### src/rtl/dll_arb.sv
// dll_arb: round-robin front end serialising per-id list requests into one engine command at a time.
// Build option DLL_ARB_ERR_RSP_EN: illegal requests get an immediate error ack instead of being held off.
module dll_arb #(
  parameter  int ID_N  = 4,
  parameter  int PTR_N = 256,
  parameter  int W     = 32,
  localparam int IW    = (ID_N > 1) ? $clog2(ID_N) : 1,
  localparam int CW    = 8,
  localparam int TW    = $clog2(PTR_N)
) (
  input  logic              i_clk,
  input  logic              i_rst,
  input  logic [ID_N-1:0]   i_req_valid,
  input  logic [2*ID_N-1:0] i_req_op,
  input  logic [W*ID_N-1:0] i_req_data,
  output logic [ID_N-1:0]   o_req_ready,
  output logic              o_cmd_valid,
  output logic [1:0]        o_cmd_op,
  output logic [IW-1:0]     o_cmd_id,
  output logic [W-1:0]      o_cmd_data,
  input  logic              i_cmd_ready,
  input  logic              i_rsp_valid,
  input  logic [W-1:0]      i_rsp_data,
  output logic [ID_N-1:0]   o_ack_valid,
  output logic [W-1:0]      o_ack_data,
  output logic              o_ack_err,
  output logic [ID_N-1:0]   o_empty,
  output logic              o_full,
  output logic              o_busy
);

  typedef enum logic [1:0] {S_IDLE = 2'd0, S_ISSUE = 2'd1, S_WAIT = 2'd2} state_t;

  localparam logic [TW-1:0] FULL_LVL = TW'(PTR_N - 1);

  state_t                  r_state;
  logic [IW-1:0]           r_rr_ptr;
  logic [1:0]              r_op;
  logic [IW-1:0]           r_id;
  logic [W-1:0]            r_data;
  logic                    r_cmd_valid;
  logic [ID_N-1:0]         r_ack_valid;
  logic [W-1:0]            r_ack_data;
  logic                    r_ack_err;
  logic                    r_busy;
  logic [ID_N-1:0][CW-1:0] r_cnt;
  logic [TW-1:0]           r_total;
  logic [ID_N-1:0]         r_empty;
  logic                    r_full;

  logic [ID_N-1:0]         w_legal;
  logic [ID_N-1:0]         w_elig;
  logic                    w_gnt_any;
  logic [IW-1:0]           w_gnt_id;
  logic [1:0]              w_gnt_op;
  logic [W-1:0]            w_gnt_data;
  logic                    w_err_gnt;
  logic                    w_rsp_fire;
  logic [ID_N-1:0][CW-1:0] w_cnt_nxt;
  logic [TW-1:0]           w_total_nxt;
  logic [ID_N-1:0]         w_empty_nxt;
  logic                    w_full_nxt;

  function automatic logic [ID_N-1:0] f_onehot(input logic [IW-1:0] id);
    return ID_N'(1) << id;
  endfunction

  // A pop needs a non-empty list, a push needs free capacity
  always_comb begin
    w_legal = '0;
    for (int i = 0; i < ID_N; i++) begin
      if (i_req_op[2*i+1]) begin
        w_legal[i] = ~r_full;
      end else begin
        w_legal[i] = ~r_empty[i];
      end
    end
  end

`ifdef DLL_ARB_ERR_RSP_EN
  assign w_elig    = i_req_valid;
  assign w_err_gnt = ~w_legal[w_gnt_id];
`else
  assign w_elig    = i_req_valid & w_legal;
  assign w_err_gnt = 1'b0;
`endif

  // Round-robin pick: first eligible id at or after the pointer, wrapping
  always_comb begin
    int idx;
    idx        = 0;
    w_gnt_any  = 1'b0;
    w_gnt_id   = '0;
    w_gnt_op   = 2'b00;
    w_gnt_data = '0;
    for (int k = 0; k < ID_N; k++) begin
      idx = int'(r_rr_ptr) + k;
      idx = (idx >= ID_N) ? idx - ID_N : idx;
      if (!w_gnt_any && w_elig[idx]) begin
        w_gnt_any  = 1'b1;
        w_gnt_id   = IW'(idx);
        w_gnt_op   = i_req_op[2*idx +: 2];
        w_gnt_data = i_req_data[W*idx +: W];
      end else begin
        w_gnt_any  = w_gnt_any;
      end
    end
  end

  assign w_rsp_fire = (r_state == S_WAIT) && i_rsp_valid;

  // Occupancy moves only when the engine completes; guards keep counters in range
  always_comb begin
    w_cnt_nxt   = r_cnt;
    w_total_nxt = r_total;
    w_empty_nxt = '0;
    if (w_rsp_fire && r_op[1] && (r_total != FULL_LVL)) begin
      w_cnt_nxt[r_id] = r_cnt[r_id] + CW'(1);
      w_total_nxt     = r_total + TW'(1);
    end else if (w_rsp_fire && !r_op[1] && !r_empty[r_id]) begin
      w_cnt_nxt[r_id] = r_cnt[r_id] - CW'(1);
      w_total_nxt     = r_total - TW'(1);
    end else begin
      w_total_nxt     = r_total;
    end
    for (int i = 0; i < ID_N; i++) begin
      w_empty_nxt[i] = (w_cnt_nxt[i] == CW'(0));
    end
  end

  assign w_full_nxt = (w_total_nxt == FULL_LVL);

  // Arbitration FSM, command/ack registers and occupancy bookkeeping
  always_ff @(posedge i_clk) begin
    if (i_rst) begin
      r_state     <= S_IDLE;
      r_rr_ptr    <= '0;
      r_op        <= 2'b00;
      r_id        <= '0;
      r_data      <= '0;
      r_cmd_valid <= 1'b0;
      r_ack_valid <= '0;
      r_ack_data  <= '0;
      r_ack_err   <= 1'b0;
      r_busy      <= 1'b0;
      r_cnt       <= '0;
      r_total     <= '0;
      r_empty     <= '1;
      r_full      <= 1'b0;
    end else begin
      r_cnt       <= w_cnt_nxt;
      r_total     <= w_total_nxt;
      r_empty     <= w_empty_nxt;
      r_full      <= w_full_nxt;
      r_ack_valid <= '0;
      r_ack_data  <= '0;
      r_ack_err   <= 1'b0;
      case (r_state)
        S_IDLE: begin
          if (w_gnt_any) begin
            r_rr_ptr <= (w_gnt_id == IW'(ID_N - 1)) ? '0 : w_gnt_id + IW'(1);
            if (w_err_gnt) begin
              r_ack_valid <= f_onehot(w_gnt_id);
              r_ack_err   <= 1'b1;
            end else begin
              r_op        <= w_gnt_op;
              r_id        <= w_gnt_id;
              r_data      <= w_gnt_data;
              r_cmd_valid <= 1'b1;
              r_busy      <= 1'b1;
              r_state     <= S_ISSUE;
            end
          end else begin
            r_cmd_valid <= 1'b0;
          end
        end
        S_ISSUE: begin
          if (i_cmd_ready) begin
            r_cmd_valid <= 1'b0;
            r_state     <= S_WAIT;
          end else begin
            r_cmd_valid <= 1'b1;
          end
        end
        S_WAIT: begin
          // Ack carries whatever the engine returned; meaningful for pops
          if (w_rsp_fire) begin
            r_ack_valid <= f_onehot(r_id);
            r_ack_data  <= i_rsp_data;
            r_busy      <= 1'b0;
            r_state     <= S_IDLE;
          end else begin
            r_busy      <= 1'b1;
          end
        end
        default: begin
          r_state     <= S_IDLE;
          r_cmd_valid <= 1'b0;
          r_busy      <= 1'b0;
        end
      endcase
    end
  end

  assign o_req_ready = (!i_rst && (r_state == S_IDLE) && w_gnt_any) ? f_onehot(w_gnt_id) : '0;
  assign o_cmd_valid = r_cmd_valid;
  assign o_cmd_op    = r_op;
  assign o_cmd_id    = r_id;
  assign o_cmd_data  = r_data;
  assign o_ack_valid = r_ack_valid;
  assign o_ack_data  = r_ack_data;
  assign o_ack_err   = r_ack_err;
  assign o_empty     = r_empty;
  assign o_full      = r_full;
  assign o_busy      = r_busy;

endmodule

### config.mk
export PLATFORM = sky130hd
export DESIGN_NAME = dll_arb
export DESIGN_NICKNAME = d
export VERILOG_FILES = /design/src/rtl/dll_arb.sv
export SDC_FILE = /design/constraint.sdc
export NUM_CORES = 1
export LEC_CHECK = 0
export BUFFER_PORTS_ARGS = -buffer_cell sky130_fd_sc_hd__buf_2
export CAP_MARGIN = 20
export CORE_UTILIZATION = 50
export CTS_BUF_LIST = sky130_fd_sc_hd__clkbuf_8
export DETAILED_ROUTE_END_ITERATION = 8
export PLACE_DENSITY = 0.89
export SLEW_MARGIN = 10
export SYNTH_ARGS = -nofsm -noshare
export SYNTH_HDL_FRONTEND = slang
export SYNTH_SLANG_ARGS = --single-unit
### constraint.sdc
create_clock -name i_clk -period 6.9 [get_ports i_clk]
set_input_delay 1.38 -clock i_clk [delete_from_list [all_inputs] [get_ports i_clk]]
set_output_delay 1.38 -clock i_clk [all_outputs]
set_load 0.05 [all_outputs]
==> summary.md, run 1 <==
| Metric | Value |
|---|---|
| Initial drt markers | 1,209 |
| Most frequent cell after synthesis | o21ai_0 |
| Cell taking the most area after synthesis | dfxtp_1 |
| Finished layout cell area | 11,300 um^2 |
| GRT Overall Usage | 0.301 |
| Die Footprint | 19,800 um^2 |
| CTS resizes | 0 |
| Largest net degree at the start of global routing | 114 |
| Synth Area in Simple Gates | 0.185 |
| Most used DFF post-synth | dfxtp_1 |
| Synth area leaders | dfxtp_1 (26%), mux4_2 (19%), o21ai_0 (6.5%) |
| Sequential share of power | 0.222 |
| Layout cells sized above 1 | 0.337 |
| Total clock sinks | 123 |
| Synth Warn # | 0 |
| Postcts setup bufs | 0 |
| Chip Width | 141 um |
| Sum Neg Setup Slack | 0 ns |
| Final Skew | 0.0195 ns |
| Layout Cells excl Fill | 1,542 |
| Most common library cells after synthesis | o21ai_0 (125), dfxtp_1 (123), nand2_1 (104), a21oi_1 (85), mux4_2 (83) |
| Vias | 10.1k |
| Status | complete, no violations |
| H-tree Lvls | 4 |
| # Max-Cap Violations | 0 |
| Crit Path Category | in2out |
| CTS Buf Count | 17 |
| Logic pwr share | 0.630 |
| Fmax | 0.171 GHz |
| Part of the power in the clock network | 0.148 |
| Clk_lat worst skew | 0.46 ns |
| Psw | 2.26 mW |
| DR WL/cell | 19.6 um |
| IO Pins | 260 |
| Static Leakage | 4.54 nW |
| Post-synth EDFFs | 0 |
| Crit path launch type | input pin |
| Grt ovf | 0 |
| Core Region | 18,800 um^2 |
| Worst slew pin tran | 1.08 ns |
| Layout area overhead | 17.7% |
| Clk slew on worst S/H paths | 0.08 ns |
| Main combinational cell family by area after synthesis | multiplexers |
| Max Slew Vio Count | 0 |
| CP arrival | 4.46 ns |
| CTS tree | built |
| Flip-flop and latch count after synthesis | 123 |
| CTS Buffer Depth | 2 |
| Placed Instances | 1,499 |
| Adder-Cell Fraction of Synth Area | 0.0169 |
| Int Power | 2.29 mW |
| Post-synthesis mux area share | 0.277 |
| Post-Route WL | 30,200 um |
| Async SR Flop Fraction | 0 |
| CTS Root Cell | clkbuf_8 |
| Seq/Total Area, Yosys | 0.256 |
| Compound-Gate Fraction of Synth Area | 0.196 |
| RSZ-0062 raised after global routing | no |
| Worst min path class | reg2reg |
| Vias in the first global route | 9,545 |
| Cell Area, Synth | 9610 um^2 |
| Syn Nets | 1,292 |
| Detail Placement HPWL | 20,800 um |
| Worst vdd ir | 0.303 mV |
| Switch share | 0.497 |
| Drc violations | 0 |
| Final cell utilization of the core | 0.603 |
| Final hold slack | 0.499 ns |
| Vias per cell | 6.53 |
| Element type at the critical path end | primary output |
| Post-Synthesis Cells | 1,103 |
| Top cell type's share of synthesized area | 0.256 |
| Rows | 50 |
| Synth cell types | 66 |
| Die extent in y | 141 um |
| CP required | 5.52 ns |
| I/O Buffers | 258 |
| Final #Nets | 1,474 |
| Crit path max fanout | 39 |
| Final ANT Viol Nets | 0 |
| Antenna violations before repair | 9 |
| Xor/xnor share of the synthesized area | 0.0155 |
| Mapped Avg Cell Area | 8.71 um^2 |
| Minimum clock period | 5.84 ns |
| DP Area | 10,900 um^2 |
| Cell area power density | 403 nW/um^2 |
| Final setup vio count | 0 |
| Rel. slew slack | 0.282 |
| Hold-fix buffers, CTS | 0 |
| Initial Util | 0.512 |
| Gp weighted congestion | 0.936 |
| Final hold viol count | 0 |
| Drt first pass iters | 5 |
| Fin crit share | 0.847 |
| First-pass GRT wire length | 47,800 um |
worst max-delay path, cell delays in order:
cell,delay [ns]
buf_2,0.12
mux2i_1,0.26
and2_1,0.28
mux4_2,0.85
o21ai_0,0.19
a211oi_1,0.39
o21ai_0,0.27
inv_1,0.14
ha_1,0.15
and3_1,0.15
buf_2,0.26
logic make-up after synthesis:
logic type,count (synthesis)
muxes,158
adders and majority gates,13
DFF,123
other,1
AOI/OAI and AO/OA,313
buffers and inverters,123
and+or+nand+nor,355
xor gates and xnor gates,17
metal layers:
layer | vias up | track usage | part of all wire | routed length (um)
met5 | - | 0 | 0 | 0
met3 | 100 | 0.0588 | 0.098 | 2960
met4 | 0 | 0.149 | 0.037 | 1110
li1 | 4558 | - | - | -
met2 | 640 | 0.513 | 0.49 | 14800
met1 | 4765 | 0.365 | 0.37 | 11300
cell type report:
class,instances,area [um^2]
multi-input combinational,857,6660
sequential,123,2470
tap,234,293
antenna,10,25.0
inverter,14,52.6
clock inverter,15,164
timing repair buffer,272,1410
fill,1577,7460
clock buffer,17,234
path summary, 6_finish.rpt:
path	start	to	slack (ns)	cells after the start
min	o_busy$_SDFFE_PP0P_	o_busy$_SDFFE_PP0P_	0.50	2
max	i_req_op[5]	o_req_ready[2]	1.06	11
max reg2reg	r_rr_ptr[0]$_SDFFE_PP0P_	o_cmd_data[15]$_SDFFE_PP0P_	2.53	8
min reg2reg	o_busy$_SDFFE_PP0P_	o_busy$_SDFFE_PP0P_	0.50	2
cell usage in the layout, fill, tap and decap left out, types with 8 or more instances in the layout:
cell / netlist / layout
buf_2: 13 / 258
o21ai_0: 125 / 125
dfxtp_1: 123 / 121
nand2_1: 104 / 104
a21oi_1: 85 / 85
mux4_2: 83 / 83
nor2_1: 65 / 65
and2_1: 43 / 43
mux2i_1: 41 / 41
nand3_1: 41 / 41
nand4_1: 38 / 38
o211ai_1: 38 / 38
mux2_2: 34 / 34
clkbuf_8: 0 / 17
inv_1: 14 / 15
buf_4: 1 / 13
nor3_1: 14 / 12
ha_1: 13 / 12
xor2_1: 11 / 11
diode_2: 0 / 10
o22ai_1: 10 / 10
nor4_1: 9 / 9
or3_1: 9 / 8
power groups by stage:
stage          registers, mW  clock network (mW)  logic, mW
2_1_floorplan           1.34                   0       1.90
3_3_place_gp            1.02                   0       2.75
3_5_place_dp            1.02                   0       2.82
4_1_cts                 1.01               0.682       2.84
5_1_grt                 1.03               0.716       3.07
6_report                1.01               0.673       2.87
sequential cells by signal (all words and copies together) (netlist names):
signal	cells
o_cmd_data	32
o_full	1
o_cmd_valid	1
o_busy	1
o_ack_data	32
r_state	2
o_empty	4
r_total	8
r_rr_ptr	2
o_cmd_id	2
r_cnt	32
o_ack_valid	4
o_cmd_op	2
stage by stage:
stage	setup WS (ns)	total power, mW
global route	0.836	4.82
global placement	1.22	3.77
finish	1.06	4.56
CTS	1.07	4.53
floorplan	1.90	3.24
detailed placement	1.09	3.85
(Power assumes the default switching activity.)
==> run 2: changes to the inputs <==
ABC_AREA = 1   (was not set)
PLACE_DENSITY = 0.88   (was 0.89)
clock period = 5.72 ns   (was 6.9 ns; I/O delays follow)
==> summary.md, run 2 <==
| Metric | Value |
|---|---|
| Async SR Flop Fraction | 0 |
| Synth cell types | 36 |
| Antenna violations before repair | 0 |
| Drt first pass iters | 7 |
| Reg2Reg Capture Point | o_cmd_data[17]$_SDFFE_PP0P_ |
| Core Region | 19,700 um^2 |
| CP required | 4.58 ns |
| Die extent in y | 145 um |
| Worst Reg-to-Reg Cells | 7 |
| Psw | 3.18 mW |
| Cell taking the most area after synthesis | dfxtp_1 |
| Placed Instances | 2,248 |
| Mapped Avg Cell Area | 5.57 um^2 |
| GRT Overall Usage | 0.323 |
| Most frequent cell after synthesis | nand2_1 |
| Final #Nets | 2,194 |
| Cell area power density | 478 nW/um^2 |
| RSZ-0062 raised after global routing | no |
| Tot Pwr | 5.70 mW |
| Largest net degree at the start of global routing | 157 |
| Worst min path class | reg2reg |
| CP arrival | 3.40 ns |
| Part of the power in the clock network | 0.147 |
| Rel. slew slack | 0.352 |
| Crit Path Category | in2out |
| Drc violations | 0 |
| Post-synth EDFFs | 0 |
| Detail Placement HPWL | 23,000 um |
| Logic pwr share | 0.662 |
| Most common library cells after synthesis | nand2_1 (457), o21ai_0 (260), a21oi_1 (224), nor2_1 (197), inv_1 (193) |
| Worst slew pin tran | 0.972 ns |
| CP startpoint | i_req_op[3] |
| Final cell utilization of the core | 0.605 |
| H-tree Lvls | 4 |
| Element type at the critical path end | primary output |
| Final hold viol count | 0 |
| Most common cell after layout, fill and taps aside | nand2_1 |
| Most frequent cells in the layout | nand2_1 (457), o21ai_0 (260), buf_2 (258) |
| Clk slew on worst S/H paths | 0.08 ns |
| Total clock sinks | 123 |
| Max Slew Vio Count | 0 |
| Flip-flop and latch count after synthesis | 123 |
| Switch share | 0.558 |
| Postcts setup bufs | 0 |
| Post-Route WL | 33,900 um |
| Worst setup path endpoint | o_req_ready[3] |
| CTS Buffer Depth | 2 |
| Die Footprint | 20,900 um^2 |
| Status | complete, no violations |
| # Max-Cap Violations | 0 |
| DP Area | 11,400 um^2 |
| Sequential share of power | 0.190 |
| Int Power | 2.52 mW |
| Final ANT Viol Nets | 0 |
| Gp weighted congestion | 0.982 |
| CTS resizes | 0 |
| Rows | 51 |
| Fin crit share | 0.795 |
| Vias per cell | 5.63 |
| Crit path max fanout | 35 |
| First-pass GRT wire length | 53,600 um |
| Final Skew | 0.0106 ns |
| Worst vdd ir | 0.431 mV |
| Layout area overhead | 17.2% |
| Layout Cells excl Fill | 2,283 |
| Final setup vio count | 0 |
| RR Startpoint | r_rr_ptr[0]$_SDFFE_PP0P_ |
| CTS tree | built |
| Layout cells sized above 1 | 0.172 |
| Crit path launch type | input pin |
| Cell Area, Synth | 10,200 um^2 |
| Most used DFF post-synth | dfxtp_1 |
| Hold-critical path depth | 2 |
| Hold-fix buffers, CTS | 0 |
| IO Pins | 260 |
| Antenna cells | 0 |
| I/O Buffers | 258 |
| Initial Util | 0.516 |
| Static Leakage | 6.06 nW |
| R2R Setup Slk | 2.18 ns |
| DR WL/cell | 14.9 um |
| Clk_lat worst skew | 0.46 ns |
| Minimum clock period | 4.55 ns |
| Chip Width | 145 um |
| CTS Buf Count | 17 |
| Vias | 12.9k |
| CTS Root Cell | clkbuf_8 |
| Initial drt markers | 1,345 |
| Sum Neg Setup Slack | 0 ns |
| Synth area leaders | dfxtp_1 (24%), nand2_1 (17%), o21ai_0 (13%) |
| Grt ovf | 0 |
| Syn Nets | 2,018 |
| Finished layout cell area | 11,900 um^2 |
| Post-Synthesis Cells | 1,829 |
| Synth Warn # | 0 |
| Vias in the first global route | 11.4k |
| Top cell type's share of synthesized area | 0.242 |
| Seq/Total Area, Yosys | 0.242 |
| Fmax | 0.220 GHz |
-- run 2: cell types whose count changed after synthesis, sizes merged, moves of 76 or more --
cell / delta
inv: +191
o21ai: +143
nor2: +142
nand3: +76
nand2: +356
mux4: -83
a21oi: +140
-- run 2: cells by family after synthesis --
| family | synth area share |
|---|---|
| xor+xnor | 0.00774 |
| compound gates | 0.287 |
| flops | 0.242 |
| simple gates | 0.317 |
| fa+ha+maj | 0.0160 |
| other cells | 0.000368 |
| buf+inv | 0.129 |
-- run 2: metal layers --
metal	part of all wire	vias to the layer above	track usage
li1	-	6330	-
met3	0.11	127	0.0704
met1	0.40	5589	0.396
met5	0	-	0
met2	0.45	806	0.529
met4	0.035	0	0.167
-- run 2: worst max-delay path, stage by stage --
cell     delay, ns
buf_2         0.11
inv_1         0.06
nand2_1       0.07
nand3_1       0.07
o21ai_1       0.18
nand2_1       0.13
nand2_2       0.12
buf_4         0.36
a21oi_4       0.05
inv_1         0.08
nand2_1       0.05
nand2_1       0.08
nand2_1       0.17
inv_1         0.14
ha_1          0.17
inv_1         0.04
nor2_1        0.09
buf_2         0.27
-- run 2: layout make-up --
cell class / instances / area (um^2)
fillers: 1849 / 7790
multi-input cells: 1375 / 6410
well taps: 265 / 332
clock inverters: 15 / 189
repair buffers: 280 / 1520
clock buffers: 17 / 234
inverters: 208 / 781
flip-flops and latches: 123 / 2470
-- run 2: how the worst min path moves through the flow --
stage / start / end / slack, ns
6_report: o_busy$_SDFFE_PP0P_ / o_busy$_SDFFE_PP0P_ / 0.48
5_1_grt: o_busy$_SDFFE_PP0P_ / o_busy$_SDFFE_PP0P_ / 0.53
4_1_cts: o_busy$_SDFFE_PP0P_ / o_busy$_SDFFE_PP0P_ / 0.49
3_5_place_dp: o_busy$_SDFFE_PP0P_ / o_busy$_SDFFE_PP0P_ / 0.48
3_3_place_gp: o_busy$_SDFFE_PP0P_ / o_busy$_SDFFE_PP0P_ / 0.45
2_1_floorplan: r_state[0]$_SDFFE_PP0P_ / r_state[1]$_SDFFE_PP0P_ / 0.49
-- run 2: power by group through the flow --
stage               sequential, mW  combinational (mW)  clock, mW
floorplan                     1.42                2.50          0
global placement              1.10                3.51          0
detailed placement            1.10                3.61          0
CTS                           1.08                3.63      0.851
global route                  1.10                4.15      0.889
finish                        1.09                3.78      0.839
-- run 2: through the flow --
step | hold WS, ns | worst slack [ns]
6_report | 0.485 | 1.17
3_3_place_gp | 0.453 | 1.37
3_5_place_dp | 0.475 | 1.25
5_1_grt | 0.526 | 0.907
4_1_cts | 0.488 | 1.23
2_1_floorplan | 0.487 | 1.45
==> run 3: changes to the inputs <==
clock period = 4.5 ns   (was 5.72 ns; I/O delays follow)
==> summary.md, run 3 (same netlist as run 2, synthesis figures left out) <==
| Metric | Value |
|---|---|
| Layout area overhead | 17.0% |
| CTS tree | built |
| Minimum clock period | 4.13 ns |
| CTS resizes | 0 |
| I/O Buffers | 258 |
| CP Depth | 16 |
| Crit path top cell by count | nand2_1 |
| Core Region | 19,700 um^2 |
| Reg2Reg Capture Point | o_cmd_data[3]$_SDFFE_PP0P_ |
| Vias | 12.7k |
| Pre-CTS setup slack | 0.600 ns |
| Initial drt markers | 1,190 |
| Detail Placement HPWL | 23,000 um |
| GRT Overall Usage | 0.321 |
| Slowest stage cell on the critical path | dfxtp_4 |
| Rows | 51 |
| Register area | 2470 um^2 |
| CTS Root Cell | clkbuf_8 |
| Final cell utilization of the core | 0.604 |
| Most frequent cells in the layout | nand2_1 (457), o21ai_0 (260), buf_2 (258) |
| Static Leakage | 6.06 nW |
| R2R Setup Slk | 1.27 ns |
| PnR worst setup slack | 0.369 ns |
| First-pass GRT wire length | 53,100 um |
| Final #Nets | 2,199 |
| CP bufs+invs | 6 |
| Sum Neg Setup Slack | 0 ns |
| Max Slew Vio Count | 0 |
| Rel. slew slack | 0.285 |
| Most common cell after layout, fill and taps aside | nand2_1 |
| H-tree Lvls | 4 |
| Worst slew pin tran | 1.07 ns |
| Initial Util | 0.516 |
| Die extent in y | 145 um |
| Worst path top cell family by delay | simple AND/OR/NAND/NOR gates |
| Worst Reg-to-Reg Cells | 8 |
| Hold-fix buffers, CTS | 0 |
| Final hold slack | 0.469 ns |
| Largest net degree at the start of global routing | 143 |
| Antenna violations before repair | 2 |
| Clk_lat worst skew | 0.45 ns |
| Worst vdd ir | 0.395 mV |
| IO Pins | 260 |
| Post-Route WL | 33,800 um |
| Die Footprint | 20,900 um^2 |
| DR WL/cell | 14.8 um |
| Postcts setup bufs | 0 |
| Total clock sinks | 123 |
| Clk slew on worst S/H paths | 0.08 ns |
| Layout cells sized above 1 | 0.174 |
| Final hold viol count | 0 |
| RSZ-0062 raised after global routing | no |
| Gp weighted congestion | 0.979 |
| CTS Buf Count | 17 |
| CTS Buffer Depth | 2 |
| Vias in the first global route | 11.1k |
| Status | complete, no violations |
| CP startpoint | r_rr_ptr[0]$_SDFFE_PP0P_ |
| # Max-Cap Violations | 0 |
| Drt first pass iters | 7 |
| Element type at the critical path end | primary output |
| CP required | 3.60 ns |
| Drc violations | 0 |
| Slowest stage delay, CP | 0.46 ns |
| Worst path cell trace | inv_2, ha_2, inv_2, nand2_1, nand2_1, nor2_1, nand2_1, nor2_4, inv_1, nand2_1, nand2_1, inv_1, ha_1, inv_1, nor2_1, buf_2 |
| Final setup vio count | 0 |
| Fmax | 0.242 GHz |
| Grt ovf | 0 |
| CP arrival | 3.23 ns |
| Multi-input gate area | 6410 um^2 |
| Final Skew | 0.0105 ns |
| Cell area power density | 602 nW/um^2 |
| Fillers | 1,921 |
| Crit Path Category | reg2out |
| Worst setup path endpoint | o_req_ready[2] |
| Crit path launch type | flop |
| Vias per cell | 5.54 |
| Tot Pwr | 7.17 mW |
| RR Startpoint | r_rr_ptr[1]$_SDFFE_PP0P_ |
| Crit path max fanout | 19 |
| Final ANT Viol Nets | 0 |
| Chip Width | 145 um |
| Worst min path class | reg2reg |
| Fin crit share | 0.918 |
## run 3: cell count changes in the layout (fill, tap and decap cells not counted), sizes merged, moves of 2 or more
cell	change
buf	+5
clkbuf	+2
clkinv	-2
clkinvlp	+2
diode	+2
## run 3: layer usage
metal | share of wire | global-route usage | wire length (um)
met3 | 0.10 | 0.0625 | 3420
met2 | 0.45 | 0.513 | 15300
met1 | 0.41 | 0.409 | 13900
met4 | 0.037 | 0.164 | 1240
met5 | 0 | 0 | 0
## run 3: worst reg2reg max path: cells and delay by family, from the launching register on
family	cells	cell delay (ns)
adder cells (fa/ha/maj)	1	0.89
AND/OR/NAND/NOR	1	0.68
buffers and inverters	2	0.65
AO/OA/AOI/OAI	4	0.58
flip-flops	1	0.32
## run 3: area by class of cell
| cell class | count | area share |
|---|---|---|
| clock inverters | 13 | 0.0121 |
| well taps | 265 | 0.0278 |
| repair buffers | 285 | 0.127 |
| diodes | 2 | 0.000420 |
| clock buffers | 19 | 0.0219 |
| multi-input cells | 1375 | 0.538 |
| inverters | 208 | 0.0655 |
| flip-flops and latches | 123 | 0.207 |
## run 3: how the worst min path moves through the flow
stage / start / endpoint / slack (ns) / cells past startpoint
floorplan: r_state[0]$_SDFFE_PP0P_ / r_state[1]$_SDFFE_PP0P_ / 0.49 / 2
global placement: o_busy$_SDFFE_PP0P_ / o_busy$_SDFFE_PP0P_ / 0.45 / 2
detailed placement: o_busy$_SDFFE_PP0P_ / o_busy$_SDFFE_PP0P_ / 0.46 / 2
CTS: o_busy$_SDFFE_PP0P_ / o_busy$_SDFFE_PP0P_ / 0.47 / 2
global route: o_busy$_SDFFE_PP0P_ / o_busy$_SDFFE_PP0P_ / 0.53 / 2
finish: o_busy$_SDFFE_PP0P_ / o_busy$_SDFFE_PP0P_ / 0.47 / 2
## run 3: report_power, final
part | total [mW] | internal, mW | switching [mW]
Clock | 1.01 | 0.523 | 0.491
Sequential | 1.39 | 1.26 | 0.130
Combinational | 4.77 | 1.37 | 3.40
## run 3: through the flow
step,std cells,instance area (um^2)
after floorplan,1829,10200
after global placement,2255,11500
after detailed placement,2255,11500
after CTS,2287,11900
after global routing,2290,11900
final,2290,11900
